--- src/rtl/fixed_float_mul_if.sv ---
// Operand/result bundle between the CORDIC result path and the fixed-to-float multiplier.
interface fixed_float_mul_if #(
   parameter int CORDIC_DATA_WIDTH = 22
);
   logic                         clk_en;
   logic                         start;
   logic [CORDIC_DATA_WIDTH-1:0] fixed_in;
   logic [31:0]                  scale_in;
   logic [31:0]                  fixed_float;
   logic [31:0]                  product;
   logic                         done;
   logic                         busy;

   modport master (output clk_en, start, fixed_in, scale_in,
                   input  fixed_float, product, done, busy);
   modport slave  (input  clk_en, start, fixed_in, scale_in,
                   output fixed_float, product, done, busy);
endinterface

--- src/rtl/fixed_float_mul_unit.sv ---
// Signed fixed-point to IEEE single conversion (C1..C4) followed by an IEEE single
// multiply with round-to-nearest-even (M1..M4); one operation per enabled cycle.
module fixed_float_mul_unit #(
   parameter int FLOAT_DATA_WIDTH  = 32,
   parameter int INTEGER_WIDTH     = 2,
   parameter int FRACTIONAL_WIDTH  = 20,
   parameter int CORDIC_DATA_WIDTH = INTEGER_WIDTH + FRACTIONAL_WIDTH
) (
   input logic              clk,
   input logic              rst,
   fixed_float_mul_if.slave bus
);
   localparam int CW = CORDIC_DATA_WIDTH;
   localparam int FW = FLOAT_DATA_WIDTH;

   // bit 0 is stage C1, bit 7 is stage M4 (the output registers)
   logic [7:0]        vld_q, vld_d;
   logic [FW-1:0]     fixed_float_q, fixed_float_d, product_q, product_d;

   logic              c1_sign_q, c1_sign_d;
   logic [CW-1:0]     c1_mag_q, c1_mag_d;
   logic [FW-1:0]     c1_scale_q, c1_scale_d;
   logic              c2_sign_q, c2_sign_d, c2_zero_q, c2_zero_d;
   logic [CW-1:0]     c2_mag_q, c2_mag_d;
   logic [4:0]        c2_lead_q, c2_lead_d;
   logic [FW-1:0]     c2_scale_q, c2_scale_d;
   logic              c3_sign_q, c3_sign_d, c3_zero_q, c3_zero_d;
   logic [7:0]        c3_exp_q, c3_exp_d;
   logic [22:0]       c3_mant_q, c3_mant_d;
   logic [FW-1:0]     c3_scale_q, c3_scale_d;
   logic [FW-1:0]     c4_float_q, c4_float_d, c4_scale_q, c4_scale_d;

   logic              m1_sign_q, m1_sign_d, m1_nan_q, m1_nan_d;
   logic              m1_inf_q, m1_inf_d, m1_zero_q, m1_zero_d;
   logic signed [9:0] m1_exp_q, m1_exp_d;
   logic [23:0]       m1_ma_q, m1_ma_d, m1_mb_q, m1_mb_d;
   logic [FW-1:0]     m1_fixed_q, m1_fixed_d;
   logic              m2_sign_q, m2_sign_d, m2_nan_q, m2_nan_d;
   logic              m2_inf_q, m2_inf_d, m2_zero_q, m2_zero_d;
   logic signed [9:0] m2_exp_q, m2_exp_d;
   logic [47:0]       m2_prod_q, m2_prod_d;
   logic [FW-1:0]     m2_fixed_q, m2_fixed_d;
   logic              m3_sign_q, m3_sign_d, m3_nan_q, m3_nan_d;
   logic              m3_inf_q, m3_inf_d, m3_zero_q, m3_zero_d;
   logic signed [9:0] m3_exp_q, m3_exp_d;
   logic [22:0]       m3_mant_q, m3_mant_d;
   logic [FW-1:0]     m3_fixed_q, m3_fixed_d;

   logic              a_nan, b_nan, a_inf, b_inf, a_zero, b_zero;
   logic [23:0]       mant_t;
   logic              guard, sticky;
   logic [24:0]       rnd;
   logic signed [9:0] exp_t;

   always_comb begin
      vld_d = bus.clk_en ? {vld_q[6:0], bus.start} : vld_q;

      c1_sign_d  = bus.fixed_in[CW-1];
      c1_mag_d   = bus.fixed_in[CW-1] ? -bus.fixed_in : bus.fixed_in;
      c1_scale_d = bus.scale_in;

      c2_sign_d  = c1_sign_q;
      c2_mag_d   = c1_mag_q;
      c2_scale_d = c1_scale_q;
      c2_zero_d  = (c1_mag_q == '0);
      c2_lead_d  = 5'd0;
      for (int i = 0; i < CW; i++)
         if (c1_mag_q[i]) c2_lead_d = 5'(i);

      // leading one is shifted out of the 23-bit fraction field
      c3_sign_d  = c2_sign_q;
      c3_zero_d  = c2_zero_q;
      c3_scale_d = c2_scale_q;
      c3_mant_d  = 23'(c2_mag_q) << (5'd23 - c2_lead_q);
      c3_exp_d   = 8'(127 + int'(c2_lead_q) - FRACTIONAL_WIDTH);

      c4_float_d = c3_zero_q ? '0 : {c3_sign_q, c3_exp_q, c3_mant_q};
      c4_scale_d = c3_scale_q;

      a_nan  = (c4_float_q[30:23] == 8'hFF) && (c4_float_q[22:0] != '0);
      b_nan  = (c4_scale_q[30:23] == 8'hFF) && (c4_scale_q[22:0] != '0);
      a_inf  = (c4_float_q[30:23] == 8'hFF);
      b_inf  = (c4_scale_q[30:23] == 8'hFF);
      a_zero = (c4_float_q[30:23] == 8'h00);
      b_zero = (c4_scale_q[30:23] == 8'h00);
      m1_sign_d  = c4_float_q[31] ^ c4_scale_q[31];
      m1_nan_d   = a_nan | b_nan;
      m1_inf_d   = a_inf | b_inf;
      m1_zero_d  = a_zero | b_zero;
      m1_exp_d   = $signed({2'b00, c4_float_q[30:23]} + {2'b00, c4_scale_q[30:23]} - 10'd127);
      m1_ma_d    = {1'b1, c4_float_q[22:0]};
      m1_mb_d    = {1'b1, c4_scale_q[22:0]};
      m1_fixed_d = c4_float_q;

      m2_sign_d  = m1_sign_q;
      m2_nan_d   = m1_nan_q;
      m2_inf_d   = m1_inf_q;
      m2_zero_d  = m1_zero_q;
      m2_exp_d   = m1_exp_q;
      m2_prod_d  = 48'(m1_ma_q) * 48'(m1_mb_q);
      m2_fixed_d = m1_fixed_q;

      if (m2_prod_q[47]) begin
         mant_t = m2_prod_q[47:24];
         guard  = m2_prod_q[23];
         sticky = |m2_prod_q[22:0];
         exp_t  = m2_exp_q + 10'sd1;
      end else begin
         mant_t = m2_prod_q[46:23];
         guard  = m2_prod_q[22];
         sticky = |m2_prod_q[21:0];
         exp_t  = m2_exp_q;
      end
      rnd = {1'b0, mant_t} + 25'(guard & (sticky | mant_t[0]));
      m3_sign_d  = m2_sign_q;
      m3_nan_d   = m2_nan_q;
      m3_inf_d   = m2_inf_q;
      m3_zero_d  = m2_zero_q;
      m3_fixed_d = m2_fixed_q;
      m3_exp_d   = rnd[24] ? exp_t + 10'sd1 : exp_t;
      m3_mant_d  = rnd[24] ? rnd[23:1] : rnd[22:0];

      fixed_float_d = fixed_float_q;
      product_d     = product_q;
      if (bus.clk_en && vld_q[6]) begin
         fixed_float_d = m3_fixed_q;
         if (m3_nan_q || (m3_inf_q && m3_zero_q)) product_d = 32'h7FC0_0000;
         else if (m3_inf_q)                       product_d = {m3_sign_q, 8'hFF, 23'd0};
         else if (m3_zero_q)                      product_d = {m3_sign_q, 31'd0};
         else if (m3_exp_q >= 10'sd255)           product_d = {m3_sign_q, 8'hFF, 23'd0};
         else if (m3_exp_q <= 10'sd0)             product_d = {m3_sign_q, 31'd0};
         else                                     product_d = {m3_sign_q, m3_exp_q[7:0], m3_mant_q};
      end
   end

   always_ff @(posedge clk) begin
      if (!rst) begin
         vld_q         <= '0;
         fixed_float_q <= '0;
         product_q     <= '0;
      end else begin
         vld_q         <= vld_d;
         fixed_float_q <= fixed_float_d;
         product_q     <= product_d;
      end
   end

   // datapath carries no reset: only valid-qualified values ever reach the outputs
   always_ff @(posedge clk) begin
      if (bus.clk_en) begin
         c1_sign_q  <= c1_sign_d;  c1_mag_q  <= c1_mag_d;  c1_scale_q <= c1_scale_d;
         c2_sign_q  <= c2_sign_d;  c2_mag_q  <= c2_mag_d;  c2_scale_q <= c2_scale_d;
         c2_zero_q  <= c2_zero_d;  c2_lead_q <= c2_lead_d;
         c3_sign_q  <= c3_sign_d;  c3_zero_q <= c3_zero_d; c3_scale_q <= c3_scale_d;
         c3_exp_q   <= c3_exp_d;   c3_mant_q <= c3_mant_d;
         c4_float_q <= c4_float_d; c4_scale_q <= c4_scale_d;
         m1_sign_q  <= m1_sign_d;  m1_nan_q  <= m1_nan_d;  m1_inf_q   <= m1_inf_d;
         m1_zero_q  <= m1_zero_d;  m1_exp_q  <= m1_exp_d;  m1_fixed_q <= m1_fixed_d;
         m1_ma_q    <= m1_ma_d;    m1_mb_q   <= m1_mb_d;
         m2_sign_q  <= m2_sign_d;  m2_nan_q  <= m2_nan_d;  m2_inf_q   <= m2_inf_d;
         m2_zero_q  <= m2_zero_d;  m2_exp_q  <= m2_exp_d;  m2_fixed_q <= m2_fixed_d;
         m2_prod_q  <= m2_prod_d;
         m3_sign_q  <= m3_sign_d;  m3_nan_q  <= m3_nan_d;  m3_inf_q   <= m3_inf_d;
         m3_zero_q  <= m3_zero_d;  m3_exp_q  <= m3_exp_d;  m3_fixed_q <= m3_fixed_d;
         m3_mant_q  <= m3_mant_d;
      end
   end

   assign bus.fixed_float = fixed_float_q;
   assign bus.product     = product_q;
   assign bus.done        = vld_q[7];
   assign bus.busy        = |vld_q;
endmodule

--- src/flat_wrapper.sv ---
// flat-port wrapper written by rule: the top's interface ports become plain ports
module fixed_float_mul_unit_flat 
#(
   parameter int FLOAT_DATA_WIDTH  = 32,
   parameter int INTEGER_WIDTH     = 2,
   parameter int FRACTIONAL_WIDTH  = 20,
   parameter int CORDIC_DATA_WIDTH = INTEGER_WIDTH + FRACTIONAL_WIDTH
)
  (clk, rst, bus_clk_en, bus_start, bus_fixed_in, bus_scale_in, bus_fixed_float, bus_product, bus_done, bus_busy);
  fixed_float_mul_if #(.CORDIC_DATA_WIDTH(CORDIC_DATA_WIDTH)) bus_i ();
  input logic clk;
  input logic rst;
  input wire logic [$bits(bus_i.clk_en)-1:0] bus_clk_en;
  input wire logic [$bits(bus_i.start)-1:0] bus_start;
  input wire logic [$bits(bus_i.fixed_in)-1:0] bus_fixed_in;
  input wire logic [$bits(bus_i.scale_in)-1:0] bus_scale_in;
  output wire logic [$bits(bus_i.fixed_float)-1:0] bus_fixed_float;
  output wire logic [$bits(bus_i.product)-1:0] bus_product;
  output wire logic [$bits(bus_i.done)-1:0] bus_done;
  output wire logic [$bits(bus_i.busy)-1:0] bus_busy;
  assign bus_i.clk_en = bus_clk_en;
  assign bus_i.start = bus_start;
  assign bus_i.fixed_in = bus_fixed_in;
  assign bus_i.scale_in = bus_scale_in;
  assign bus_fixed_float = bus_i.fixed_float;
  assign bus_product = bus_i.product;
  assign bus_done = bus_i.done;
  assign bus_busy = bus_i.busy;
  fixed_float_mul_unit #(.FLOAT_DATA_WIDTH(FLOAT_DATA_WIDTH), .INTEGER_WIDTH(INTEGER_WIDTH), .FRACTIONAL_WIDTH(FRACTIONAL_WIDTH), .CORDIC_DATA_WIDTH(CORDIC_DATA_WIDTH)) u_core (.clk(clk), .rst(rst), .bus(bus_i));
endmodule
--- config.mk ---
export PLATFORM = sky130hd
export DESIGN_NAME = fixed_float_mul_unit_flat
export DESIGN_NICKNAME = d
export VERILOG_FILES = /design/src/rtl/fixed_float_mul_if.sv /design/src/rtl/fixed_float_mul_unit.sv /design/src/flat_wrapper.sv
export SDC_FILE = /design/constraint.sdc
export NUM_CORES = 2
export LEC_CHECK = 0
export CORE_ASPECT_RATIO = 0.7
export CORE_MARGIN = 1
export CORE_UTILIZATION = 45
export CTS_CLUSTER_SIZE = 8
export DETAILED_ROUTE_END_ITERATION = 16
export GPL_TIMING_DRIVEN = 1
export PLACE_DENSITY_LB_ADDON = 0.05
export SYNTH_ARGS = -nofsm -noshare
export SYNTH_HDL_FRONTEND = slang
export SYNTH_SLANG_ARGS = --single-unit
--- constraint.sdc ---
create_clock -name clk -period 11.9 [get_ports clk]
set_input_delay 1.19 -clock clk [delete_from_list [all_inputs] [get_ports clk]]
set_output_delay 1.19 -clock clk [all_outputs]
set_load 0.02 [all_outputs]
Yosys cells after proc, flatten, opt, wreduce, memory -nomap -nowiden
Cells that the tools add are included.

Add/sub/neg operators: 9. $mul: 1. Order comparisons: 2. Eq/ne operators: 2. Shift operators: 1. Muxes and demuxes: 32. Bitwise gates (word level): 6. Reduce and logical (&&, ||, !) cells: 15.

Operators by type and width (count): 31-bit 2-to-1 mux (4); 24-bit by 24-bit multiplier with 48-bit output (1); 23-bit nonzero test (2); 32-bit 2-to-1 mux (1); 4-bit 2-to-1 mux (8); 24-bit by 25-bit adder with 25-bit output (1); 1-bit by 25-bit bitwise AND with 25-bit output (1); 24-bit 2-to-1 mux (1); 3-bit 2-to-1 mux (8); 23-bit 2-to-1 mux (1); 23-bit OR reduction (1); 22-bit by 5-bit left shift with 23-bit output (1); 22-bit logical NOT (1); 22-bit negation (1); 22-bit OR reduction (1); 21-bit 2-to-1 mux (1); 10-bit by 2-bit adder with 10-bit output (second input constant) (2); 10-bit 2-to-1 mux (2); 8-bit equality test (second input constant) (2); 8-bit logical NOT (2); 10-bit by 9-bit >= comparator with 1-bit output (second input constant) (1); 10-bit by 1-bit <= comparator with 1-bit output (second input constant) (1); 10-bit by 7-bit subtractor with 10-bit output (second input constant) (1); 8-bit by 8-bit adder with 9-bit output (1); 12 further kinds (22).

Flip-flop bits (word level): 572. Output and inout port bits: 66. Word-level logic and storage cells: 111.

Logic depth before layout (Yosys ltp)
Depth after elaboration: 20. Gate-level depth with buffers: 26.

Worst setup path after synthesis
No wires, ideal clock.

Path type: register -> register. From: register, netlist name u_core.m1_fixed_q[15]. To: register u_core.m2_prod_q[45], data pin. Arrival time: 6.390 ns. Required time: 11.629 ns. Setup slack: 5.239 ns. Stages on the path, launching flop included: 25. Period minus slack after synthesis: 6.661 ns. Cell sequence: edfxtp_1 > clkbuf_1 > nand2_1 > fa_1 > inv_1 > fa_1 > inv_1 > fa_1 > fa_1 > inv_1 > fa_1 > fa_1 > inv_1 > fa_1 > inv_1 > ha_1 > clkbuf_1 > nand2_1 > nor3_1 > nand4_1 > o2111a_1 > a21oi_1 > a21boi_0 > o311ai_1 > xor2_1.

RTL lines: end signal, assigned (RTL line fixed_float_mul_unit.sv:162) `m2_prod_q <= m2_prod_d;`; end, declared (RTL line fixed_float_mul_unit.sv:41) `logic [47:0] m2_prod_q, m2_prod_d;`.

Worst setup path in the final report
From: register u_core.m1_mb_q[3]. To: register u_core.m2_prod_q[45], data pin.

Word-level cells in the longest chain between the ends: 1.

RTL lines: start, declared (RTL line fixed_float_mul_unit.sv:36) `logic [23:0] m1_ma_q, m1_ma_d, m1_mb_q, m1_mb_d;`; start signal, assigned (RTL line fixed_float_mul_unit.sv:159) `m1_ma_q <= m1_ma_d; m1_mb_q <= m1_mb_d;`; 24-bit by 24-bit multiplier with 48-bit output (RTL line fixed_float_mul_unit.sv:100) `m2_prod_d = 48'(m1_ma_q) * 48'(m1_mb_q);`; via u_core.m2_prod_d[45] (RTL line fixed_float_mul_unit.sv:41).

The timed path passes the listed nets, and every way through them passes these cells. A chain may end at the register's enable or synchronous reset.

==> results.sh <==
export IMPL_dr_total_vias=25700
export IMPL_final_common_cell="inv_1"
export IMPL_place_inst=4722
export IMPL_finalSetupViolations=0
export IMPL_layout_min_cycle_time_ns=8.09
export IMPL_maxSlewHeadroom_pct=2.33
export IMPL_cts_resized=0
export IMPL_clk_pin_slew_ns=0.06
export IMPL_synth_cells=3555
export IMPL_cts_root_buf="clkbuf_16"
export IMPL_nets=4372
export IMPL_holdBufCountCts=0
export IMPL_fin_area_mm2=0.0447
export IMPL_yosys_warnings=0
export IMPL_max_cap_violations=0
export IMPL_tns_ns=0
export IMPL_avgSynthCellArea_um2=11.3
export IMPL_grt_pass1_vias=26600
export IMPL_min_path_type="flop to flop"
export IMPL_yosysSeqAreaShare_pct=39.3
export IMPL_synthTopCellsByArea="edfxtp_1 (36%), fa_1 (24%), ha_1 (5.9%)"
export IMPL_cpMaxStageDelayCell="edfxtp_1"
export IMPL_place_ws_ns=4.03
export IMPL_synth_cell_type_count=78
export IMPL_post_cts_setup_buffers=0
export IMPL_grt_busiest_layer="met1"
export IMPL_die_area_mm2=0.0904
export IMPL_viasPerCell=5.32
export IMPL_status="finished, final reports clean"
export IMPL_end_kind="flop"
export IMPL_ys_ff_latch=549
export IMPL_drt_iter0_markers=2308
export IMPL_synth_ff_type="edfxtp_1"
export IMPL_critical_path_max_stage_delay_ns=1.24
export IMPL_synth_top_cell_by_area="edfxtp_1"
export IMPL_clockBufferDepth=3
export IMPL_grtUsageMet3_pct=6.04
export IMPL_yosys_area_top_type_share_pct=35.7
export IMPL_ant_nets=0
export IMPL_place_hpwl_um=78600
export IMPL_hold_violations=0
export IMPL_fin_cells=4831
export IMPL_synth_edf_count=477
export IMPL_finalCritPeriodShare_pct=68.0
export IMPL_arrival_ns=8.45
export IMPL_grt_pass1_wl_um=165000
export IMPL_cts_tree="yes"
export IMPL_gp_congestion=0.988
export IMPL_worstSetupStartpointType="flop"
export IMPL_ctsHtreeMaxLevel=3
export IMPL_clk_latency_ns=0.64
export IMPL_final_cell_mix="inv_1 (607), fa_1 (483), edfxtp_1 (477)"
export IMPL_track_usage_pct=24.3
export IMPL_drive_above_1_share_pct=5.04
export IMPL_grtUsageMet1_pct=37.9
export IMPL_max_clock_freq_mhz=124
export IMPL_cts_buffers=79
export IMPL_synth_area_mm2=0.0401
export IMPL_overflow=0
export IMPL_worstSetupPathType="flop to flop"
export IMPL_critical_path_max_fanout=23
export IMPL_wirelength_um=107000
export IMPL_multi_input_area_mm2=0.0214
export IMPL_antenna_found_initial=6
export IMPL_routedWlPerCell_um=22.2
export IMPL_synth_nets=4286
export IMPL_register_area_mm2=0.0158
export IMPL_port_buffers=123
export IMPL_drv_slew=0
export IMPL_skew_ns=0.0392
export IMPL_grt_use_met2_pct=33.7
export IMPL_num_antenna_cells=0
export IMPL_drtPass1Iterations=6
export IMPL_worst_ep_required_time_ns=12.26
export IMPL_coreArea_mm2=0.0882
export IMPL_drc=0
export IMPL_worstMarginPinSlew_ns=1.47
export IMPL_nFillCells=7867
export IMPL_async_flop_share_pct=0
export IMPL_cts_sinks=549
export IMPL_grt_max_degree=78
export IMPL_die_h_um=252
export IMPL_start_util_pct=45.5
export IMPL_layout_setup_ws_ns=3.81
export IMPL_path_cells="nand2_1 > fa_1 > inv_1 > fa_1 > inv_1 > fa_1 > fa_1 > inv_1 > fa_1 > fa_1 > inv_1 > fa_1 > inv_1 > ha_1 > nand2_1 > nor3_1 > nand4_1 > o2111a_1 > a21oi_1 > a21boi_0 > o311ai_1 > xor2_1"
export IMPL_placed_area_mm2=0.0425
export IMPL_io_pins=124
export IMPL_syn_to_final_growth_pct=11.4
export IMPL_rows=91
export IMPL_dieWidth_um=359
export IMPL_rsz0062_at_grt="no"
export IMPL_cp_common_cell="fa_1"
## cells by family after synthesis
kind of cell / synth area share [%]
xor gates and xnor gates: 2.77
muxes: 2.00
AOI/OAI and AO/OA: 5.79
and+or+nand+nor: 12.8
DFF: 39.3
adders and majority gates: 30.0
buffers and inverters: 7.32
## final timing paths
kind                                       startpoint               endpoint  slack, ns  cells after the start
worst min-delay path            u_core.c3_scale_q[20]  u_core.c4_scale_q[20]       0.41                      0
worst max register to register      u_core.m1_mb_q[3]   u_core.m2_prod_q[45]       3.81                     22
worst min register to register  u_core.c3_scale_q[20]  u_core.c4_scale_q[20]       0.41                      0
worst max-delay path                u_core.m1_mb_q[3]   u_core.m2_prod_q[45]       3.81                     22
## sequential cells by signal, indices dropped and copies added (netlist names), 5 cells and up
| name | cells |
|---|---|
| u_core.m2_prod_q | 48 |
| u_core.bus.fixed_float | 32 |
| u_core.bus.product | 32 |
| u_core.c1_scale_q | 32 |
| u_core.c2_scale_q | 32 |
| u_core.c3_scale_q | 32 |
| u_core.c4_float_q | 32 |
| u_core.c4_scale_q | 32 |
| u_core.m1_fixed_q | 32 |
| u_core.m2_fixed_q | 32 |
| u_core.m3_fixed_q | 32 |
| u_core.c3_mant_q | 23 |
| u_core.m1_mb_q | 23 |
| u_core.m3_mant_q | 23 |
| u_core.c1_mag_q | 22 |
| u_core.c2_mag_q | 22 |
| u_core.m1_exp_q | 10 |
| u_core.m2_exp_q | 10 |
| u_core.m3_exp_q | 10 |
| u_core.c3_exp_q | 8 |
| u_core.vld_q | 8 |
| u_core.c2_lead_q | 5 |
## synth_stat cells (4+ instances only)
master	count
o21bai_1	13
mux4_2	11
o211ai_1	11
nor4_1	30
a21o_1	25
a21oi_1	91
nand3_1	31
nand2_1	402
a211oi_1	25
nand2_2	8
fa_1	483
o41ai_1	4
edfxtp_1	477
nor2_1	109
mux2_2	10
dfxtp_1	72
nor3b_1	4
a22oi_1	25
o22ai_1	7
o21a_1	8
o31ai_1	5
mux2i_1	41
nor2b_1	74
clkbuf_1	149
xor2_1	41
a21boi_0	38
buf_1	7
nand2b_1	12
o21ai_0	66
a31oi_1	13
nor3_1	20
xnor2_1	86
and2_1	262
ha_1	190
and3_1	9
nand4_1	28
or2_2	6
inv_1	607
## per-layer routing
| layer | part of all wire, % | wire, um |
|---|---|---|
| met1 | 49 | 52000 |
| met2 | 40 | 43300 |
| met3 | 9.1 | 9710 |
| met4 | 1.9 | 2020 |
| met5 | 0 | 0 |
## area by class of cell
type	instances	area share [%]
multi-input cells	2234	47.9
flip-flops and latches	549	35.3
inverters	610	5.12
clock buffers	100	4.60
repair buffers	167	3.49
well taps	1162	3.25
clock inverters	9	0.339
## metrics by stage
stage                     hold slack, ns  utilization, %
final                              0.407            50.7
after global placement             0.400            48.2
after floorplan                    0.400               -
after detailed placement           0.405            48.2
after global routing               0.413            50.7
after CTS                          0.404            50.7
## critical path, delay by kind of cell (launching register included)
| kind | cells | cell delay [ns] |
|---|---|---|
| AND/OR/NAND/NOR | 4 | 0.88 |
| AO/OA/AOI/OAI | 4 | 1.06 |
| buffers and inverters | 5 | 0.50 |
| flip-flops | 1 | 1.24 |
| XOR/XNOR | 1 | 0.10 |
| adder cells (fa/ha/maj) | 8 | 3.99 |
Power is not shown: default switching activity piles up to over one toggle a cycle in this logic, so the estimate is an artifact.
